[src/rtl/t_toggle_counter_pkg.sv]
// ============================================================================
// Module : t_cnt_pkg
// Brief  : Shared defaults and effective-modulus helper for t_toggle_counter.
// Rev    : 1.0  initial release
// ============================================================================
`default_nettype none

package t_cnt_pkg;

  localparam int unsigned c_width_default   = 4;
  localparam int unsigned c_modulus_default = 10;

  // MODULUS of 0 selects the full 2**WIDTH range.
  function automatic int unsigned mod_of(input int unsigned width, input int unsigned modulus);
    return (modulus == 0) ? (32'd1 << width) : modulus;
  endfunction

endpackage

`default_nettype wire

[src/rtl/t_toggle_counter_if.sv]
// ============================================================================
// Module : t_toggle_counter_if
// Brief  : Control/status bundle of the toggle counter (master drives controls).
// Rev    : 1.0  initial release
// ============================================================================
`default_nettype none

interface t_toggle_counter_if
  import t_cnt_pkg::*;
#(
  parameter int WIDTH = c_width_default
);

  logic             en;
  logic             up;
  logic             load;
  logic [WIDTH-1:0] load_val;
  logic [WIDTH-1:0] count;
  logic [WIDTH-1:0] count_bar;
  logic [WIDTH-1:0] t_vec;
  logic             tc;

  modport master (
    output en, up, load, load_val,
    input  count, count_bar, t_vec, tc
  );

  modport slave (
    input  en, up, load, load_val,
    output count, count_bar, t_vec, tc
  );

endinterface

`default_nettype wire

[src/rtl/t_toggle_counter_stage.sv]
// ============================================================================
// Module : t_stage
// Brief  : Single T flip-flop cell with synchronous active-high reset.
// Rev    : 1.0  initial release
// ============================================================================
`default_nettype none

module t_stage (
  input  logic clk,
  input  logic reset,
  input  logic t,
  output logic q,
  output logic q_bar
);

  logic q_q;
  logic q_d;

  assign q_d = t ? ~q_q : q_q;

  always_ff @(posedge clk) begin
    if (reset) begin
      q_q <= 1'b0;
    end else begin
      q_q <= q_d;
    end
  end

  assign q     = q_q;
  assign q_bar = ~q_q;

endmodule

`default_nettype wire

[src/rtl/t_toggle_counter.sv]
// ============================================================================
// Module : t_toggle_counter
// Brief  : Modulo-N up/down counter driving a row of T stages with per-bit
//          toggle enables. Optional parallel load under macro T_CNT_LOAD_EN.
// Rev    : 1.0  initial release
// ============================================================================
`default_nettype none

module t_toggle_counter
  import t_cnt_pkg::*;
#(
  parameter int WIDTH   = c_width_default,
  parameter int MODULUS = c_modulus_default
) (
  input  logic                clk,
  input  logic                reset,
  t_toggle_counter_if.slave   bus
);

  localparam int unsigned      c_mod = mod_of(WIDTH, MODULUS);
  localparam logic [WIDTH-1:0] c_max = WIDTH'(c_mod - 1);
  localparam logic [WIDTH:0]   c_mod_ext = (WIDTH+1)'(c_mod);

  logic [WIDTH-1:0] count_q;
  logic [WIDTH-1:0] count_bar_w;
  logic [WIDTH-1:0] next_d;
  logic [WIDTH-1:0] t_vec_d;
  logic             tc_d;
  logic             load_act;

`ifdef T_CNT_LOAD_EN
  assign load_act = bus.load;
`else
  logic unused_load;
  assign load_act    = 1'b0;
  assign unused_load = bus.load;
`endif

  always_comb begin
    next_d  = count_q;
    t_vec_d = '0;
    tc_d    = bus.up ? (count_q == c_max) : (count_q == '0);
    if (load_act) begin
      // Out-of-range load values fold to zero so the count never leaves 0..MOD-1.
      next_d  = ({1'b0, bus.load_val} >= c_mod_ext) ? '0 : bus.load_val;
      t_vec_d = count_q ^ next_d;
    end else begin
      if (bus.up) begin
        next_d = (count_q == c_max) ? '0 : count_q + WIDTH'(1);
      end else begin
        next_d = (count_q == '0) ? c_max : count_q - WIDTH'(1);
      end
      t_vec_d = bus.en ? (count_q ^ next_d) : '0;
      tc_d    = bus.en & tc_d;
    end
  end

  for (genvar i = 0; i < WIDTH; i++) begin : g_stage
    t_stage u_stage (
      .clk   (clk),
      .reset (reset),
      .t     (t_vec_d[i]),
      .q     (count_q[i]),
      .q_bar (count_bar_w[i])
    );
  end

  assign bus.count     = count_q;
  assign bus.count_bar = count_bar_w;
  assign bus.t_vec     = t_vec_d;
  assign bus.tc        = tc_d;

endmodule

`default_nettype wire

[src/flat_wrapper.sv]
// flat-port wrapper written by rule: the top's interface ports become plain ports
module t_toggle_counter_flat import t_cnt_pkg::*;
#(
  parameter int WIDTH   = c_width_default,
  parameter int MODULUS = c_modulus_default
)
  (clk, reset, bus_en, bus_up, bus_load, bus_load_val, bus_count, bus_count_bar, bus_t_vec, bus_tc);
  t_toggle_counter_if #(.WIDTH(WIDTH)) bus_i ();
  input  logic clk;
  input  logic reset;
  input wire logic [$bits(bus_i.en)-1:0] bus_en;
  input wire logic [$bits(bus_i.up)-1:0] bus_up;
  input wire logic [$bits(bus_i.load)-1:0] bus_load;
  input wire logic [$bits(bus_i.load_val)-1:0] bus_load_val;
  output wire logic [$bits(bus_i.count)-1:0] bus_count;
  output wire logic [$bits(bus_i.count_bar)-1:0] bus_count_bar;
  output wire logic [$bits(bus_i.t_vec)-1:0] bus_t_vec;
  output wire logic [$bits(bus_i.tc)-1:0] bus_tc;
  assign bus_i.en = bus_en;
  assign bus_i.up = bus_up;
  assign bus_i.load = bus_load;
  assign bus_i.load_val = bus_load_val;
  assign bus_count = bus_i.count;
  assign bus_count_bar = bus_i.count_bar;
  assign bus_t_vec = bus_i.t_vec;
  assign bus_tc = bus_i.tc;
  t_toggle_counter #(.WIDTH(WIDTH), .MODULUS(MODULUS)) u_core (.clk(clk), .reset(reset), .bus(bus_i));
endmodule
[config.mk]
export PLATFORM = sky130hd
export DESIGN_NAME = t_toggle_counter_flat
export DESIGN_NICKNAME = d
export VERILOG_FILES = /design/src/rtl/t_toggle_counter_pkg.sv /design/src/rtl/t_toggle_counter_if.sv /design/src/rtl/t_toggle_counter_stage.sv /design/src/rtl/t_toggle_counter.sv /design/src/flat_wrapper.sv
export SDC_FILE = /design/constraint.sdc
export NUM_CORES = 1
export LEC_CHECK = 0
export ABC_AREA = 0
export BUFFER_PORTS_ARGS = -buffer_cell sky130_fd_sc_hd__buf_2
export CORE_MARGIN = 1.5
export CORE_UTILIZATION = 30
export CTS_CLUSTER_DIAMETER = 200
export CTS_CLUSTER_SIZE = 14
export DETAILED_ROUTE_END_ITERATION = 8
export PLACE_DENSITY = 0.62
export SLEW_MARGIN = 20
export SYNTH_ARGS = -nofsm -noshare
export SYNTH_HDL_FRONTEND = slang
export SYNTH_SLANG_ARGS = --single-unit
[constraint.sdc]
create_clock -name clk -period 2.1 [get_ports clk]
set_input_delay 0.105 -clock clk [delete_from_list [all_inputs] [get_ports clk]]
set_output_delay 0.105 -clock clk [all_outputs]
set_load 0.02 [all_outputs]
==> metrics.md, run 1 <==
| Metric | Value |
|---|---|
| CP Cell Sequence | inv_1 -> ha_4 -> or3b_1 -> a32oi_2 -> xnor2_1 -> and2_1 -> buf_2 |
| Peak supply drop | 0.000325 V |
| Clk pin slew, worst setup/hold paths | 40 ps |
| Leading cell type in the layout, fill and taps excluded | buf_2 |
| Final GP Congestion | 0.741 |
| Post-CTS setup buffers | 0 |
| First drt pass iteration count | 5 |
| Crit end category | output port |
| Min-Delay Path Class | input pin to register |
| RSZ-0062 raised after global routing | no |
| Avg WL per Cell | 12.6 microns |
| Top cells by area, synth | buf_4, dfxtp_1, ha_1, mux2_1, nand2_1 |
| Inserted Diodes | 0 |
| Drt via density | 5.11 |
| Reg-to-Reg Start | u_core.g_stage[1].u_stage.q |
| Avg Inst Size Synth | 8.02 sq um |
| Chip height | 42.7 microns |
| Slew @ Worst Pin | 299 ps |
| Slew margin rel. | 79.9% |
| Worst EP required | 2000 ps |
| Total global routing overflow | 0 |
| Worst-path maximum fanout | 7 |
| Ys async rst share | 0% |
| Cell row count | 14 |
| Routed Antenna Nets | 0 |
| Clock Path Buffers | 2 |
| Initial DRC count | 12 |
| Layout area overhead | 8.73% |
| Layout cells sized above 1 | 34.8% |
| Cells after synthesis | 59 |
| Final Hold Vio Count | 0 |
| Pins Over Slew Limit | 0 |
| CP endpoint | bus_t_vec[1] |
| Final WL | 1030 microns |
| Max Freq | 0.500 GHz |
| Nets@finish | 80 |
| Post-Syn Area | 473 sq um |
| Met1 GRT Util | 15.8% |
| Clock Skews | 4.65 ps |
| Setup crit start | u_core.g_stage[0].u_stage.q |
| Fillers | 156 |
| Crit-path slowest cell | or3b_1 |
| Largest register FFs | 4 |
| #FFs+latches synth | 4 |
| Num Clock Sinks | 4 |
| Post-synthesis sequential area ratio | 16.9% |
| Run status | complete, no violations |
| Layout Cell Area excl Fill | 514 sq um |
| Leakage Power | 0.241 nW |
| Commonest cells after routing, fill and taps aside | buf_2, nand2_1, inv_1, nor2_1, dfxtp_1 |
| Synth Flop Type | dfxtp_1 |
| Area share of the leading cell type in the synthesized netlist | 20.6% |
| Port bufs | 16 |
| H-tree levels | 1 |
| GRT Max-Usage Layer | met2 |
| Critical setup path kind | register to output port |
| CTS tree | done |
| Startpoint Class | register |
| Final setup TNS | 0 ps |
| TritonCTS Buffers | 3 |
| Pwr dens | 650 nW/um^2 |
| R2R depth | 6 |
| Die width | 42.7 microns |
| DP Area | 479 sq um |
| Largest area contributor in the netlist | buf_4 |
| # setup viols final | 0 |
| Post-route DRC | 0 |
| Vias in the first global route | 388 |
| Routing usage on met2 | 19.1% |
| GR Layer Usage met3 | 1.70% |
| Max incr delay on CP | 380 ps |
| Post-synth EDFFs | 0 |
| Syn_nets | 71 |
| R2R Path End | u_core.g_stage[3].u_stage.q |
| Starting Density | 31.8% |
| Largest net degree at the start of global routing | 11 |
| Hold Path Origin | reset |
| Detailed Place HPWL | 780 microns |
| Number of top-level pins | 22 |
| First-pass GRT wire length | 1700 microns |
| Clock latency at the later pin of the worst-skew pair | 240 ps |
| Yosys cell types | 27 |
| Gr usage total | 12.3% |
| Max Cap Viol | 0 |
| Via count | 419 |
| Yosys warning total | 0 |
| Reg2Reg Setup Slack | 530 ps |
| Tcrit/Tclk final | 95.3% |
| Initial antenna violation count | 0 |
| Core Util, Final | 34.5% |
| Root buf cell | clkbuf_4 |
| Core area | 1490 sq um |
| Overall Power | 0.334 mW |
| WP data arrival | 1900 ps |
| Die area | 1820 sq um |
| Tmin final | 2000 ps |
cell usage after synthesis (2+ instances only):
master / count
a211oi_1: 2
a21oi_1: 2
buf_4: 13
dfxtp_1: 4
ha_1: 3
inv_1: 4
mux2_1: 2
nand2_1: 5
nand3_1: 2
nor2_1: 4
o21ai_0: 2
logic make-up (layout without fill, tap and decap cells):
family	Yosys count	after routing	synth area share, %
flops	4	4	16.9
simple gates	14	14	14.0
xor+xnor	1	1	1.85
compound gates	16	16	26.2
buf+inv	18	25	26.2
mux	3	3	6.88
fa+ha+maj	3	3	7.94
cell type report:
cell class                      instances  area [sq um]  area share [%]
Clock buffer                            3          22.5            4.38
Inverter                                4          15.0            2.92
Tap cell                               16          20.0            3.89
Sequential cell                         4          80.1            15.6
Multi-Input combinational cell         37           282            54.7
Timing Repair Buffer                   18          95.1            18.5
critical path, delay by kind of cell, from the launching register on:
family	cells	cell delay [ps]
simple gates	2	500
flops	1	300
buf+inv	2	300
compound gates	1	220
fa+ha+maj	1	200
xor+xnor	1	130
layer usage:
metal	vias up	share of wire [%]	routed length [microns]
li1	215	-	-
met1	186	44	454
met2	18	50	515
met3	0	6.0	62
met4	0	0	0
met5	-	0	0
stage by stage:
| step | instances | setup WS (ps) | hold WS (ps) |
|---|---|---|---|
| 2_1_floorplan | 59 | 356 | 178 |
| 3_3_place_gp | 79 | 288 | 372 |
| 3_5_place_dp | 79 | 256 | 374 |
| 4_1_cts | 82 | 1.20 | 116 |
| 5_1_grt | 82 | 1.32 | 135 |
| 6_report | 82 | 99.2 | 122 |
report_power, final:
part	internal [mW]	switching, mW
Clock	0.0640	0.0327
Sequential	0.0836	0.00838
Combinational	0.0582	0.0874
Total	0.206	0.128
how the worst min path moves through the flow:
stage,end,slack [ps],cells past startpoint
after floorplan,u_core.g_stage[0].u_stage.q,180,1
after global placement,u_core.g_stage[1].u_stage.q,370,2
after detailed placement,u_core.g_stage[1].u_stage.q,370,2
after CTS,u_core.g_stage[1].u_stage.q,120,2
after global routing,u_core.g_stage[1].u_stage.q,140,2
final,u_core.g_stage[1].u_stage.q,120,2
what timing repair did:
action,4_1_cts,5_1_grt
endpoints found under the setup margin,0,1
gates resized for setup,0,2
hold buffers,0,0
No activity file was read; power rests on OpenSTA's default activity.
==> run 2: changes to the inputs <==
Settings changed: CORE_AREA set to 2 2 39 41, CORE_MARGIN 1.5 to unset, CORE_UTILIZATION 30 to unset, DIE_AREA set to 0 0 41 43, PLACE_DENSITY 0.62 to 0.7.
==> metrics.md, run 2 (same netlist as run 1, synthesis figures left out) <==
| Metric | Value |
|---|---|
| Run status | complete, no violations (unchanged) |
| Pins Over Slew Limit | 0 (unchanged) |
| Chip height | 43 microns (was 42.7 microns) |
| H-tree levels | 1 (unchanged) |
| Detailed Place HPWL | 716 microns (was 780 microns) |
| Tcrit/Tclk final | 94.1% (was 95.3%) |
| # setup viols final | 0 (unchanged) |
| Final std cells w/o fill | 82 (unchanged) |
| Clock Path Buffers | 2 (unchanged) |
| Storage cell area | 80.1 sq um (unchanged) |
| Final setup TNS | 0 ps (unchanged) |
| Min-Delay Path Class | input pin to register (unchanged) |
| Placed insts | 79 (unchanged) |
| Commonest cells after routing, fill and taps aside | buf_2, nand2_1, inv_1, nor2_1, dfxtp_1 (unchanged) |
| Die width | 41 microns (was 42.7 microns) |
| Port bufs | 16 (unchanged) |
| Routing usage on met2 | 15.0% (was 19.1%) |
| Hold_buf cts | 0 (unchanged) |
| Area occupied by multi-input gates | 282 sq um (unchanged) |
| Gr usage total | 13.0% (was 12.3%) |
| Peak supply drop | 0.000182 V (was 0.000325 V) |
| Root buf cell | clkbuf_4 (unchanged) |
| Drt via density | 5.15 (was 5.11) |
| GR Layer Usage met3 | 4.71% (was 1.70%) |
| GRT Max-Usage Layer | met1 (was met2) |
| Via count | 422 (was 419) |
| Leakage Power | 0.241 nW (unchanged) |
| Crit end category | output port (unchanged) |
| Routed Antenna Nets | 0 (unchanged) |
| Pwr dens | 635 nW/um^2 (was 650 nW/um^2) |
| Largest net degree at the start of global routing | 11 (unchanged) |
| Core Util, Final | 37.2% (was 34.5%) |
| Slew margin rel. | 76.7% (was 79.9%) |
| Final GP Congestion | 0.781 (was 0.741) |
| Layout cells sized above 1 | 34.8% (unchanged) |
| Avg WL per Cell | 11.4 microns (was 12.6 microns) |
| Clock Skews | 0.214 ps (was 4.65 ps) |
| Final worst slack | 124 ps (was 99.2 ps) |
| CTS tree | done (unchanged) |
| Initial antenna violation count | 0 (unchanged) |
| Leading cell type in the layout, fill and taps excluded | buf_2 (unchanged) |
| Total global routing overflow | 0 (unchanged) |
| Max Freq | 0.506 GHz (was 0.500 GHz) |
| Initial DRC count | 7 (was 12) |
| Final Hold Vio Count | 0 (unchanged) |
| Met1 GRT Util | 18.3% (was 15.8%) |
| TritonCTS Buffers | 3 (unchanged) |
| Core area | 1380 sq um (was 1490 sq um) |
| WP data arrival | 1870 ps (was 1900 ps) |
| Layout area overhead | 8.73% (unchanged) |
| Inserted Diodes | 0 (unchanged) |
| Starting Density | 34.2% (was 31.8%) |
| Worst-path maximum fanout | 7 (unchanged) |
| Startpoint Class | register (unchanged) |
| Die area | 1760 sq um (was 1820 sq um) |
| First drt pass iteration count | 4 (was 5) |
| Vias in the first global route | 354 (was 388) |
| Post-route DRC | 0 (unchanged) |
| Worst slack at placement | 309 ps (was 256 ps) |
| Cell row count | 14 (unchanged) |
| Num Clock Sinks | 4 (unchanged) |
| Nets@finish | 80 (unchanged) |
| Slew @ Worst Pin | 347 ps (was 299 ps) |
| Fillers | 154 (was 156) |
| Worst EP required | 2000 ps (about the same) |
| Number of top-level pins | 22 (unchanged) |
| First-pass GRT wire length | 1480 microns (was 1700 microns) |
| Clk pin slew, worst setup/hold paths | 30 ps (was 40 ps) |
| Final WL | 936 microns (was 1030 microns) |
| Clock latency at the later pin of the worst-skew pair | 230 ps (was 240 ps) |
| Largest register FFs | 4 (unchanged) |
| Critical setup path kind | register to output port (unchanged) |
| Tmin final | 1980 ps (was 2000 ps) |
| Max Cap Viol | 0 (unchanged) |
[run 2: cell counts in the layout (fill, tap and decap cells not counted)]
Identical to the previous run, type by type.
[run 2: metrics by stage]
step           area (sq um)  hold WS, ps  total power [mW]
6_report                514          133             0.327
4_1_cts                 502          123             0.328
2_1_floorplan           473          178             0.220
5_1_grt                 514          142             0.352
3_5_place_dp            479          372             0.231
3_3_place_gp            479          368             0.229
[run 2: final timing paths]
check / endpoint / cells past startpoint / slack, ps / start
max: bus_t_vec[1] / 7 / 120 / u_core.g_stage[1].u_stage.q
max reg2reg: u_core.g_stage[3].u_stage.q / 6 / 550 / u_core.g_stage[1].u_stage.q
min reg2reg: u_core.g_stage[2].u_stage.q / 1 / 580 / u_core.g_stage[2].u_stage.q
min: u_core.g_stage[1].u_stage.q / 2 / 130 / reset
[run 2: final cells by class]
cell class                      instances  share of cell area [%]
Clock buffer                            3                    4.38
Sequential cell                         4                    15.6
Multi-Input combinational cell         37                    54.7
Tap cell                               16                    3.89
Timing Repair Buffer                   18                    18.5
Inverter                                4                    2.92
[run 2: report_power, final]
group	leakage [nW]	switching [mW]	internal (mW)
registers	0.0331	0.00787	0.0837
clock network	0.0138	0.0277	0.0636
logic	0.194	0.0862	0.0574
[run 2: critical path, stage by stage, from the launching register on]
cell     delay (ps)
dfxtp_1         300
inv_1           150
ha_4            190
or3b_1          360
a32oi_2         220
xnor2_1         140
and2_1          130
buf_2           160
[run 2: what timing repair did]
action	CTS	global route
endpoints found under the setup margin	0	1
buffers inserted	0	0
gates resized for setup	0	2
[run 2: per-layer routing]
layer	part of all wire [%]	wire, microns
met4	0.85	8
met5	0	0
met2	46	432
met1	42	395
met3	11	100
==> run 3: changes to the inputs <==
==> constraint.sdc (replaced) <==
create_clock -name clk -period 2.1 [get_ports clk]
set_input_delay 0.21 -clock clk [delete_from_list [all_inputs] [get_ports clk]]
set_output_delay 0.21 -clock clk [all_outputs]
set_load 0.02 [all_outputs]
==> metrics.md, run 3 (same netlist as run 1, synthesis figures left out) <==
| Metric | Value |
|---|---|
| H-tree levels | 1 (unchanged) |
| TritonCTS Buffers | 3 (unchanged) |
| First drt pass iteration count | 4 (unchanged) |
| Gr usage total | 13.3% (was 13.0%) |
| Chip height | 43 microns (unchanged) |
| Max incr delay on CP | 330 ps (was 360 ps) |
| Final worst slack | 117 ps (was 124 ps) |
| Area occupied by multi-input gates | 269 sq um (was 282 sq um) |
| CTS tree | done (unchanged) |
| Clk pin slew, worst setup/hold paths | 40 ps (was 30 ps) |
| Storage cell area | 81.3 sq um (was 80.1 sq um) |
| Port bufs | 16 (unchanged) |
| Max Freq | 0.504 GHz (was 0.506 GHz) |
| DP Area | 487 sq um (was 479 sq um) |
| Cell row count | 14 (unchanged) |
| CP top delay family | compound AO/OA/AOI/OAI gates (was simple AND/OR/NAND/NOR gates) |
| Buffers & Inverters on Critical Path | 3 (was 2) |
| Clock Skews | 4.40 ps (was 0.214 ps) |
| Pins Over Slew Limit | 0 (unchanged) |
| Detailed Place HPWL | 791 microns (was 716 microns) |
| R2R Path End | u_core.g_stage[3].u_stage.q (unchanged) |
| Leakage Power | 0.249 nW (was 0.241 nW) |
| Reg-to-Reg Start | u_core.g_stage[0].u_stage.q (was u_core.g_stage[1].u_stage.q) |
| WP data arrival | 1770 ps (was 1870 ps) |
| CP Cell Sequence | inv_2 -> ha_1 -> buf_4 -> o21ba_1 -> a32oi_2 -> xnor2_1 -> and2_1 -> buf_4 (was inv_1 -> ha_4 -> or3b_1 -> a32oi_2 -> xnor2_1 -> and2_1 -> buf_2) |
| Top sig layer | met3 (was met4) |
| Clock Path Buffers | 2 (unchanged) |
| Leading cell type in the layout, fill and taps excluded | buf_2 (unchanged) |
| Routed Antenna Nets | 0 (unchanged) |
| WP depth | 8 (was 7) |
| Initial DRC count | 11 (was 7) |
| Min-Delay Path Class | input pin to register (unchanged) |
| Starting Density | 34.2% (unchanged) |
| Die area | 1760 sq um (unchanged) |
| Startpoint Class | register (unchanged) |
| Setup crit start | u_core.g_stage[0].u_stage.q (was u_core.g_stage[1].u_stage.q) |
| Core area | 1380 sq um (unchanged) |
| Final setup TNS | 0 ps (unchanged) |
| DR WL met3 | 53 microns (was 100 microns) |
| Inserted Diodes | 0 (unchanged) |
| Layout cells sized above 1 | 39.7% (was 34.8%) |
| Avg WL per Cell | 12.0 microns (was 11.4 microns) |
| # setup viols final | 0 (unchanged) |
| Largest net degree at the start of global routing | 11 (unchanged) |
| Max Cap Viol | 0 (unchanged) |
| Overall Power | 0.338 mW (was 0.327 mW) |
| RSZ-0062 raised after global routing | no |
| Die width | 41 microns (unchanged) |
| Vias in the first global route | 389 (was 354) |
| Worst-path maximum fanout | 6 (was 7) |
| Critical setup path kind | register to output port (unchanged) |
| Layout Cell Area excl Fill | 520 sq um (was 514 sq um) |
| Fillers | 168 (was 154) |
| CP dominant cell by count | buf_4 |
| Post-route DRC | 0 (unchanged) |
| Worst EP required | 1890 ps (was 2000 ps) |
| Worst slack at placement | 293 ps (was 309 ps) |
| Nets@finish | 82 (was 80) |
| Tmin final | 1980 ps (about the same) |
| Clock latency at the later pin of the worst-skew pair | 230 ps (about the same) |
| Slew margin rel. | 75.7% (was 76.7%) |
| Peak supply drop | 0.000210 V (was 0.000182 V) |
| Crit-path slowest cell | dfxtp_1 (was or3b_1) |
| First-pass GRT wire length | 1550 microns (was 1480 microns) |
| Run status | complete, no violations (unchanged) |
| R2R depth | 6 (unchanged) |
| Number of top-level pins | 22 (unchanged) |
| Largest register FFs | 4 (unchanged) |
| CP endpoint | bus_t_vec[1] (unchanged) |
| WL met2 | 509 microns (was 432 microns) |
| Reg2Reg Setup Slack | 500 ps (was 550 ps) |
| Commonest cells after routing, fill and taps aside | buf_2, nand2_1, buf_4 (was buf_2, nand2_1, inv_1, nor2_1, dfxtp_1) |
| Pwr dens | 650 nW/um^2 (was 635 nW/um^2) |
| Initial antenna violation count | 0 (unchanged) |
| Layout area overhead | 10.1% (was 8.73%) |
| Crit end category | output port (unchanged) |
| WHS | 239 ps (was 133 ps) |
| Total global routing overflow | 0 (unchanged) |
| Root buf cell | clkbuf_4 (unchanged) |
| Final WL | 1010 microns (was 936 microns) |
| Metal1 wirelength | 444 microns (was 395 microns) |
| Final GP Congestion | 0.767 (was 0.781) |
| Via count | 421 (was 422) |
| Num Clock Sinks | 4 (unchanged) |
| Final Hold Vio Count | 0 (unchanged) |
| Drt via density | 5.01 (was 5.15) |
| Hold_buf cts | 0 (unchanged) |
| Tcrit/Tclk final | 94.4% (was 94.1%) |
| Slew @ Worst Pin | 362 ps (was 347 ps) |
==> run 3: report_power, final <==
group	total (mW)	internal [mW]	switching (mW)
sequential	0.0926	0.0839	0.00866
combinational	0.149	0.0618	0.0876
clock	0.0964	0.0640	0.0324
==> run 3: how the worst min path moves through the flow <==
stage	from	end	slack (ps)	cells past startpoint
5_1_grt	reset	u_core.g_stage[1].u_stage.q	230	2
6_report	reset	u_core.g_stage[1].u_stage.q	240	2
3_3_place_gp	reset	u_core.g_stage[1].u_stage.q	470	2
4_1_cts	reset	u_core.g_stage[0].u_stage.q	230	2
3_5_place_dp	reset	u_core.g_stage[1].u_stage.q	480	2
2_1_floorplan	reset	u_core.g_stage[0].u_stage.q	280	1
==> run 3: layer usage <==
| metal | up-vias | track usage, % |
|---|---|---|
| met4 | 0 | 8.00 |
| met1 | 194 | 16.3 |
| li1 | 218 | - |
| met2 | 9 | 19.1 |
| met3 | 0 | 4.71 |
| met5 | - | 0 |
==> run 3: layout make-up <==
class | instances | area share [%]
multi-input combinational | 37 | 51.7
timing repair buffer | 20 | 21.6
sequential | 4 | 15.6
clock buffer | 3 | 4.33
tap | 16 | 3.85
inverter | 4 | 2.88
==> run 3: what timing repair did <==
item	CTS	global route
gates resized for setup	0	4
endpoints found under the setup margin	0	1
setup buffers	0	1
==> run 3: through the flow <==
stage          instances  utilization, %
2_1_floorplan         59               -
3_3_place_gp          80            35.2
3_5_place_dp          80            35.2
4_1_cts               83            36.8
5_1_grt               84            37.6
6_report              84            37.6
